**config.mk**
```make
export PLATFORM = sky130hd
export DESIGN_NAME = acionador_pwm
export DESIGN_NICKNAME = d
export VERILOG_FILES = /design/src/rtl/acionador_pkg.sv /design/src/rtl/divisor_tick.sv /design/src/rtl/acionador_pwm.sv
export SDC_FILE = /design/constraint.sdc
export NUM_CORES = 1
export LEC_CHECK = 0
export BUFFER_PORTS_ARGS = -buffer_cell sky130_fd_sc_hd__buf_2
export CORE_MARGIN = 10
export CORE_UTILIZATION = 66
export CTS_BUF_LIST = sky130_fd_sc_hd__clkbuf_2 sky130_fd_sc_hd__clkbuf_4 sky130_fd_sc_hd__clkbuf_8
export DETAILED_ROUTE_END_ITERATION = 16
export PLACE_DENSITY = 0.87
export SYNTH_ARGS = -nofsm -noshare
export SYNTH_HDL_FRONTEND = slang
export SYNTH_SLANG_ARGS = --single-unit
```
**constraint.sdc**
```tcl
create_clock -name clk -period 6.25 [get_ports clk]
set_clock_uncertainty 0.15 [all_clocks]
set_input_delay 0.9375 -clock clk [delete_from_list [all_inputs] [get_ports clk]]
set_output_delay 0.9375 -clock clk [all_outputs]
set_load 0.05 [all_outputs]
```
**src/rtl/acionador_pkg.sv**
```systemverilog
// Shared state encoding and default timing parameters for the PWM pattern driver.
package acionador_pkg;

  typedef enum logic [1:0] {
    StParado  = 2'd0,
    StGirando = 2'd1,
    StTroca   = 2'd2
  } estado_e;

  localparam int unsigned DIV_TICK_DEF     = 4;
  localparam int unsigned GUARDA_TICKS_DEF = 8;

endpackage

```
**src/rtl/divisor_tick.sv**
```systemverilog
// Prescaler: counts 0..DIV_TICK-1 and flags tick on the last count.
module divisor_tick #(
  parameter int unsigned DIV_TICK = 4
) (
  input  logic clk,
  input  logic rst_n,
  input  logic clr,
  output logic tick
);

  logic [7:0] cnt_q, cnt_d;

  assign tick = (cnt_q == 8'(DIV_TICK - 1));

  always_comb begin
    cnt_d = cnt_q + 8'd1;
    if (clr || tick) cnt_d = '0;
  end

  always_ff @(posedge clk or negedge rst_n) begin
    if (!rst_n) cnt_q <= '0;
    else        cnt_q <= cnt_d;
  end

endmodule

```
**src/rtl/acionador_pwm.sv**
```systemverilog
// Serialises an 8-bit speed pattern onto one of four motor lines, with a
// dead-time guard between motor changes and frame-aligned updates.
module acionador_pwm
  import acionador_pkg::*;
#(
  parameter int unsigned DIV_TICK     = DIV_TICK_DEF,
  parameter int unsigned GUARDA_TICKS = GUARDA_TICKS_DEF
) (
  input  logic       clk,
  input  logic       rst_n,
  input  logic [7:0] velocidade,
  input  logic [1:0] motor,
  input  logic       atualiza,
  output logic [3:0] saida_motor,
  output logic [1:0] motor_ativo,
  output logic       ocupado
);

  estado_e    estado_q, estado_d;
  logic [7:0] padrao_q, padrao_d;
  logic [1:0] motor_ativo_q, motor_ativo_d;
  logic [1:0] motor_troca_q, motor_troca_d;
  logic [2:0] indice_q, indice_d;
  logic [7:0] guarda_q, guarda_d;
  logic [7:0] pend_vel_q, pend_vel_d;
  logic [1:0] pend_mot_q, pend_mot_d;
  logic       pendente_q, pendente_d;
  logic       tick, clr, aplica;

  divisor_tick #(
    .DIV_TICK(DIV_TICK)
  ) u_divisor_tick (
    .clk  (clk),
    .rst_n(rst_n),
    .clr  (clr),
    .tick (tick)
  );

  always_comb begin
    estado_d      = estado_q;
    padrao_d      = padrao_q;
    motor_ativo_d = motor_ativo_q;
    motor_troca_d = motor_troca_q;
    indice_d      = indice_q;
    guarda_d      = guarda_q;
    aplica        = 1'b0;

    unique case (estado_q)
      StParado: begin
        aplica = pendente_q;
      end
      StGirando: begin
        if (tick) begin
          indice_d = indice_q + 3'd1;
          // Updates only land on the 7->0 wrap so a frame is never cut short.
          aplica   = pendente_q && (indice_q == 3'd7);
        end
      end
      StTroca: begin
        if (tick) begin
          if (guarda_q == 8'd1) begin
            estado_d      = StGirando;
            motor_ativo_d = motor_troca_q;
            indice_d      = '0;
            guarda_d      = '0;
          end else begin
            guarda_d = guarda_q - 8'd1;
          end
        end
      end
      default: estado_d = StParado;
    endcase

    if (aplica) begin
      indice_d = '0;
      if (pend_vel_q == 8'd0) begin
        estado_d = StParado;
        padrao_d = '0;
      end else if (estado_q == StParado || pend_mot_q == motor_ativo_q) begin
        estado_d      = StGirando;
        padrao_d      = pend_vel_q;
        motor_ativo_d = pend_mot_q;
      end else begin
        // Output is forced low in TROCA, so the new pattern can be loaded early.
        estado_d      = StTroca;
        guarda_d      = 8'(GUARDA_TICKS);
        padrao_d      = pend_vel_q;
        motor_troca_d = pend_mot_q;
      end
    end

    clr = aplica && (estado_q == StParado);

    pend_vel_d = atualiza ? velocidade : pend_vel_q;
    pend_mot_d = atualiza ? motor : pend_mot_q;
    pendente_d = atualiza ? 1'b1 : (aplica ? 1'b0 : pendente_q);
  end

  always_ff @(posedge clk or negedge rst_n) begin
    if (!rst_n) begin
      estado_q      <= StParado;
      padrao_q      <= '0;
      motor_ativo_q <= '0;
      motor_troca_q <= '0;
      indice_q      <= '0;
      guarda_q      <= '0;
      pend_vel_q    <= '0;
      pend_mot_q    <= '0;
      pendente_q    <= 1'b0;
    end else begin
      estado_q      <= estado_d;
      padrao_q      <= padrao_d;
      motor_ativo_q <= motor_ativo_d;
      motor_troca_q <= motor_troca_d;
      indice_q      <= indice_d;
      guarda_q      <= guarda_d;
      pend_vel_q    <= pend_vel_d;
      pend_mot_q    <= pend_mot_d;
      pendente_q    <= pendente_d;
    end
  end

  always_comb begin
    saida_motor = '0;
    if (estado_q == StGirando) saida_motor[motor_ativo_q] = padrao_q[indice_q];
  end

  assign motor_ativo = motor_ativo_q;
  assign ocupado     = (estado_q != StParado) || pendente_q;

endmodule

```
---- Yosys cells after proc, flatten, opt, wreduce, memory -nomap -nowiden ----
Cells that the tools add are included.
storage, ports and cells
  memories ................................ 0
  bits in latches ......................... 0
  output and inout port bits .............. 7
  bits in writable memories ............... 0
  word-level logic and storage cells ...... 78
  input bits .............................. 13
  ROM bits ................................ 0
  register bits ........................... 44
cells by class
  multiply operators ...................... 0
  divide/modulo/power cells ............... 0
  add/sub/neg operators ................... 3
  bitwise logic cells ..................... 3
  $lt $le $gt $ge ......................... 3
  mux-type cells .......................... 34
  equality and inequality tests ........... 10
  reduce and logical (&&, ||, !) cells .... 15
  shift-type cells ........................ 0
operators with widths
  cell                                                                   count
  8-bit two-way mux                                                      8
  2-bit two-way mux                                                      11
  3-bit two-way mux                                                      4
  8-bit by 1-bit adder with 8-bit output (second input constant)         1
  8-bit by 1-bit == test with 1-bit output (second input constant)       1
  8-bit by 2-bit == test with 1-bit output (second input constant)       1
  8-bit zero test                                                        1
  8-bit by 1-bit subtractor with 8-bit output (second input constant)    1
  3-bit by 2-bit != test with 1-bit output (second input constant)       2
  3-bit case mux with 2 select lines                                     1
  3-bit AND reduction                                                    2
  1-bit two-way mux                                                      5
  4-bit bitwise AND                                                      1
  3-bit by 4-bit < comparator with 1-bit output (second input constant)  1
  4-bit two-way mux                                                      1
  2-bit case mux with 2 select lines                                     1
  4-bit AND reduction                                                    1
  2-bit nonzero test                                                     2
  3-bit by 1-bit adder with 3-bit output (second input constant)         1
  1-bit binary-select mux with 3-bit select                              1
  3-bit == test (second input constant)                                  1
  1-bit logical AND                                                      3
  1-bit logical OR                                                       3
  2-bit by 3-bit < comparator with 1-bit output (second input constant)  1
  12 further kinds                                                       13

---- Depth between registers and ports, before layout ----
  word-level depth ........................ 7
  mapped depth ............................ 7
  gate-level depth less buffers ........... 6

---- Cells and area by module ----
A second synthesis with hierarchy kept.
second synthesis, totals
  cell total of the unflattened synthesis .. 183
  area total of the unflattened synthesis .. 2189.6 um2
by module, submodules not included
  module         area each (um2)  cells each  sequential area each (um2)  times used
  acionador_pwm  1781.7           144         900.9                       1
  divisor_tick   407.9            39          200.2                       1

---- Worst setup path before layout ----
OpenSTA, ideal clock, no wires.
  kind .................................... reg-to-output
  from .................................... register estado_q[0]
  to ...................................... output saida_motor[2]
  path buffers ............................ 1
  data required time ...................... 5162 ps
  stages on the path, launching flop included .. 5
  data arrival time ....................... 2180 ps
  setup slack ............................. 2982 ps
  path through ............................ dfrtp_1 clkbuf_1 nor2b_1 nand2_1 nor3b_1
on the way
  word-level cells in the longest chain between the ends .. 2
ends and longest elaborated chain
  what                                      RTL line              RTL
  start, declared                           acionador_pwm.sv:19   estado_e estado_q, estado_d;
  start signal, assigned                    acionador_pwm.sv:101  estado_q <= StParado;
  start signal, assigned                    acionador_pwm.sv:111  estado_q <= estado_d;
  2-bit by 1-bit == test with 1-bit output  acionador_pwm.sv:125  if (estado_q == StGirando) saida_motor[motor_ativo_q] = padrao_q[indice_q];
  4-bit two-way mux                         acionador_pwm.sv:125
  end, declared                             acionador_pwm.sv:14   output logic [3:0] saida_motor,
No other way between the ends.

---- Worst setup path in the final report ----
  from .................................... register indice_q[0]
  to ...................................... output saida_motor[3]
on the way
  word-level cells in the longest chain between the ends .. 4
ends and longest elaborated chain
  what                                       RTL line              RTL
  start, declared                            acionador_pwm.sv:23   logic [2:0] indice_q, indice_d;
  start signal, assigned                     acionador_pwm.sv:115  indice_q <= indice_d;
  1-bit binary-select mux with 3-bit select  acionador_pwm.sv:125
  1-bit two-way mux (not written as such)    acionador_pwm.sv:125
  4-bit bitwise AND (no line)                --
  4-bit two-way mux                          acionador_pwm.sv:125
No other way between the ends. The select of a mux whose other input is x is not followed.

==> impl_metrics.json <==
{
  "status": "finished clean",
  "ys_top_cells_by_count": "44 x dfrtp_1, 12 x mux2_2, 12 x nand3_1",
  "arrival_ns": 2.09,
  "ctsLongestPathBuffers": 2,
  "cts_root_buffer": "clkbuf_4",
  "dp_worst_setup_slack_ns": 3.36,
  "ys_top_cells_by_area": "dfrtp_1 49%, mux2_2 6.0%, mux2_1 4.5%, xor2_1 3.1%, ha_1 2.8%",
  "peakVddDrop_mv": 0.213,
  "switching_power_uw": 396,
  "syn_to_final_growth_pct": 7.73,
  "cp_num_buf_inv": 1,
  "cts_max_level": 2,
  "n_fill_cell": 246,
  "path_cells": "mux4_2, mux2_2, and4_1, buf_2",
  "rsz0062_at_grt": "false",
  "yosysMostFrequentCell": "dfrtp_1",
  "via_per_inst": 6.23,
  "clkPwrFrac": 0.157,
  "switching_share": 0.402,
  "p_leak_uw": 0.00106,
  "synth_top_area_share": 0.489,
  "first_pass_iters": 4,
  "cts_resized": 0,
  "grt_pass1_wl_um": 8170,
  "nets": 232,
  "whs_ns": 0.346,
  "worstMarginPinSlew_ns": 0.946,
  "num_io_pins": 20,
  "die_y_um": 78.4,
  "critPathCaptureType": "output pin",
  "yosysUniqueCellTypes": 45,
  "io_buffers": 19,
  "synth_largest_area_cell": "dfrtp_1",
  "seq_power_share": 0.461,
  "yosysWarnings": 0,
  "dp_hpwl_um": 3490,
  "drtIter0Drc": 141,
  "p_int_uw": 589,
  "postRouteAntennaNets": 0,
  "drive_above_1_share": 0.214,
  "die_w_um": 78.4,
  "avgSynthCellArea_um2": 11.5,
  "vias": 1625,
  "timing.rr.start": "u_divisor_tick.cnt_q[0]",
  "slew_headroom": 0.369,
  "min_from": "padrao_q[2]",
  "cpMaxStageDelayCell": "mux4_2",
  "ys_seq_elements": 44,
  "setup_violations": 0,
  "gp_congestion": 0.782,
  "grt_pass1_vias": 1677,
  "clkTransAtPathRegs_ns": 0.14,
  "fin_setup_tns_ns": 0,
  "slew_viol_final": 0,
  "reg2reg_slack_ns": 3.30,
  "finalCriticalPeriod_ns": 3.18,
  "core-area_um2": 3310,
  "start_util": 0.680,
  "drt_wl_total_um": 4630,
  "syn-num-nets": 214,
  "holdBufCountCts": 0,
  "drc": 0,
  "dp.cells": 253,
  "numCtsBuffers": 5,
  "clock.fmax_ghz": 0.314,
  "insertedDiodeCount": 0,
  "postCtsSetupRepairBufs": 0,
  "synth_top_flop_cell": "dfrtp_1",
  "hold_violations": 0,
  "hp-class": "flip-flop to flip-flop",
  "syn-cell-area_um2": 2250,
  "antenna_found_initial": 0,
  "post_drt_wl_per_cell_um": 17.7,
  "synthArstFlopShare": 1.00,
  "fin_crit_sh": 0.509,
  "grt_max_degree": 45,
  "cts_tree": "yes",
  "synth_cells": 196,
  "synth_edf_count": 0,
  "worstSetupStartpointType": "flip-flop",
  "clkLatencyLatePin_ns": 0.37,
  "crit_path_max_incr_delay_ns": 0.53,
  "track_usage": 0.164,
  "stdcell_count": 261,
  "path_class": "flip-flop to output pin",
  "setup_ws_ns": 3.07,
  "combPwrFrac": 0.383,
  "rows": 21,
  "crit_fanout": 5,
  "worstPathRequired_ns": 5.16,
  "die_area_um2": 6140,
  "ys_seq_area_frac": 0.489,
  "grt_overflow": 0,
  "setup.worst_path.start": "indice_q[0]",
  "cap_violations": 0,
  "crit_family": "multiplexers",
  "cts.sink_count": 44,
  "power_density_nw_per_um2": 407
}
[power groups by stage]
stage | clock network (uW) | registers [uW] | logic (uW)
6_report | 154 | 454 | 377
5_1_grt | 168 | 469 | 418
4_1_cts | 158 | 453 | 379
3_5_place_dp | 0 | 459 | 376
3_3_place_gp | 0 | 450 | 355
2_1_floorplan | 0 | 446 | 296
[final timing paths]
check                                               end  depth (start not counted)
worst min register to register              padrao_q[2]                          1
worst max register to register         motor_troca_q[0]                          5
worst min-delay path                        padrao_q[2]                          1
worst max-delay path                     saida_motor[3]                          4
min in group asynchronous       u_divisor_tick.cnt_q[3]                          1
max in group asynchronous                 pend_vel_q[5]                          1
[state kept, by name (all words and copies together), names as in the netlist]
register,count
motor_troca_q,2
pend_vel_q,8
motor_ativo,2
indice_q,3
pend_mot_q,2
estado_q,2
padrao_q,8
guarda_q,8
pendente_q,1
u_divisor_tick.cnt_q,8
[per-stage QoR]
stage	total power (uW)	cell area [um^2]	utilization
finish	985	2420	0.732
floorplan	743	2250	-
global route	1050	2420	0.732
global placement	805	2360	0.712
detailed placement	835	2360	0.712
CTS	990	2420	0.732
[cell usage in the layout (no fill, tap or decap), types with 5 or more instances in the layout]
cell type / netlist / final
nand2_1: 6 / 6
nand3_1: 12 / 12
o21ai_0: 6 / 6
dfrtp_1: 44 / 44
mux2_2: 12 / 12
nor2b_1: 5 / 5
or3_1: 5 / 5
nor2_1: 11 / 11
mux2_1: 9 / 9
ha_1: 5 / 5
xor2_1: 8 / 8
clkbuf_4: 0 / 7
buf_2: 3 / 19
nor4_1: 6 / 6
nor3_1: 7 / 7
[cell type report]
class / instances / area [um^2] / share of cell area
multi-input cells: 140 / 1090 / 0.449
well taps: 46 / 57.6 / 0.0237
inverters: 4 / 15.0 / 0.00620
repair buffers: 19 / 95.1 / 0.0392
flip-flops and latches: 44 / 1100 / 0.454
clock buffers: 8 / 66.3 / 0.0274
[kinds of logic (layout without fill, tap and decap cells)]
logic type | count (synthesis) | after routing | share of synthesized area
XOR/XNOR | 12 | 12 | 0.0467
AND/OR/NAND/NOR | 71 | 71 | 0.191
multiplexers | 24 | 24 | 0.130
AO/OA/AOI/OAI | 28 | 28 | 0.0884
flip-flops | 44 | 44 | 0.489
adder cells (fa/ha/maj) | 5 | 5 | 0.0278
buffers and inverters | 12 | 31 | 0.0267
[worst register-to-register path: cells and delay by family (launching register included)]
family                     cells  cell delay [ns]
and+or+nand+nor                2             1.31
adders and majority gates      1             0.25
AOI/OAI and AO/OA              1             0.30
DFF                            1             0.43
muxes                          1             0.40
[metal layers]
| layer | GRT usage | part of all wire |
|---|---|---|
| met2 | 0.273 | 0.51 |
| met1 | 0.190 | 0.42 |
| met4 | 0.0735 | 0.024 |
| met5 | 0 | 0 |
| met3 | 0.0513 | 0.048 |
Power figures use the tool's default switching activity.
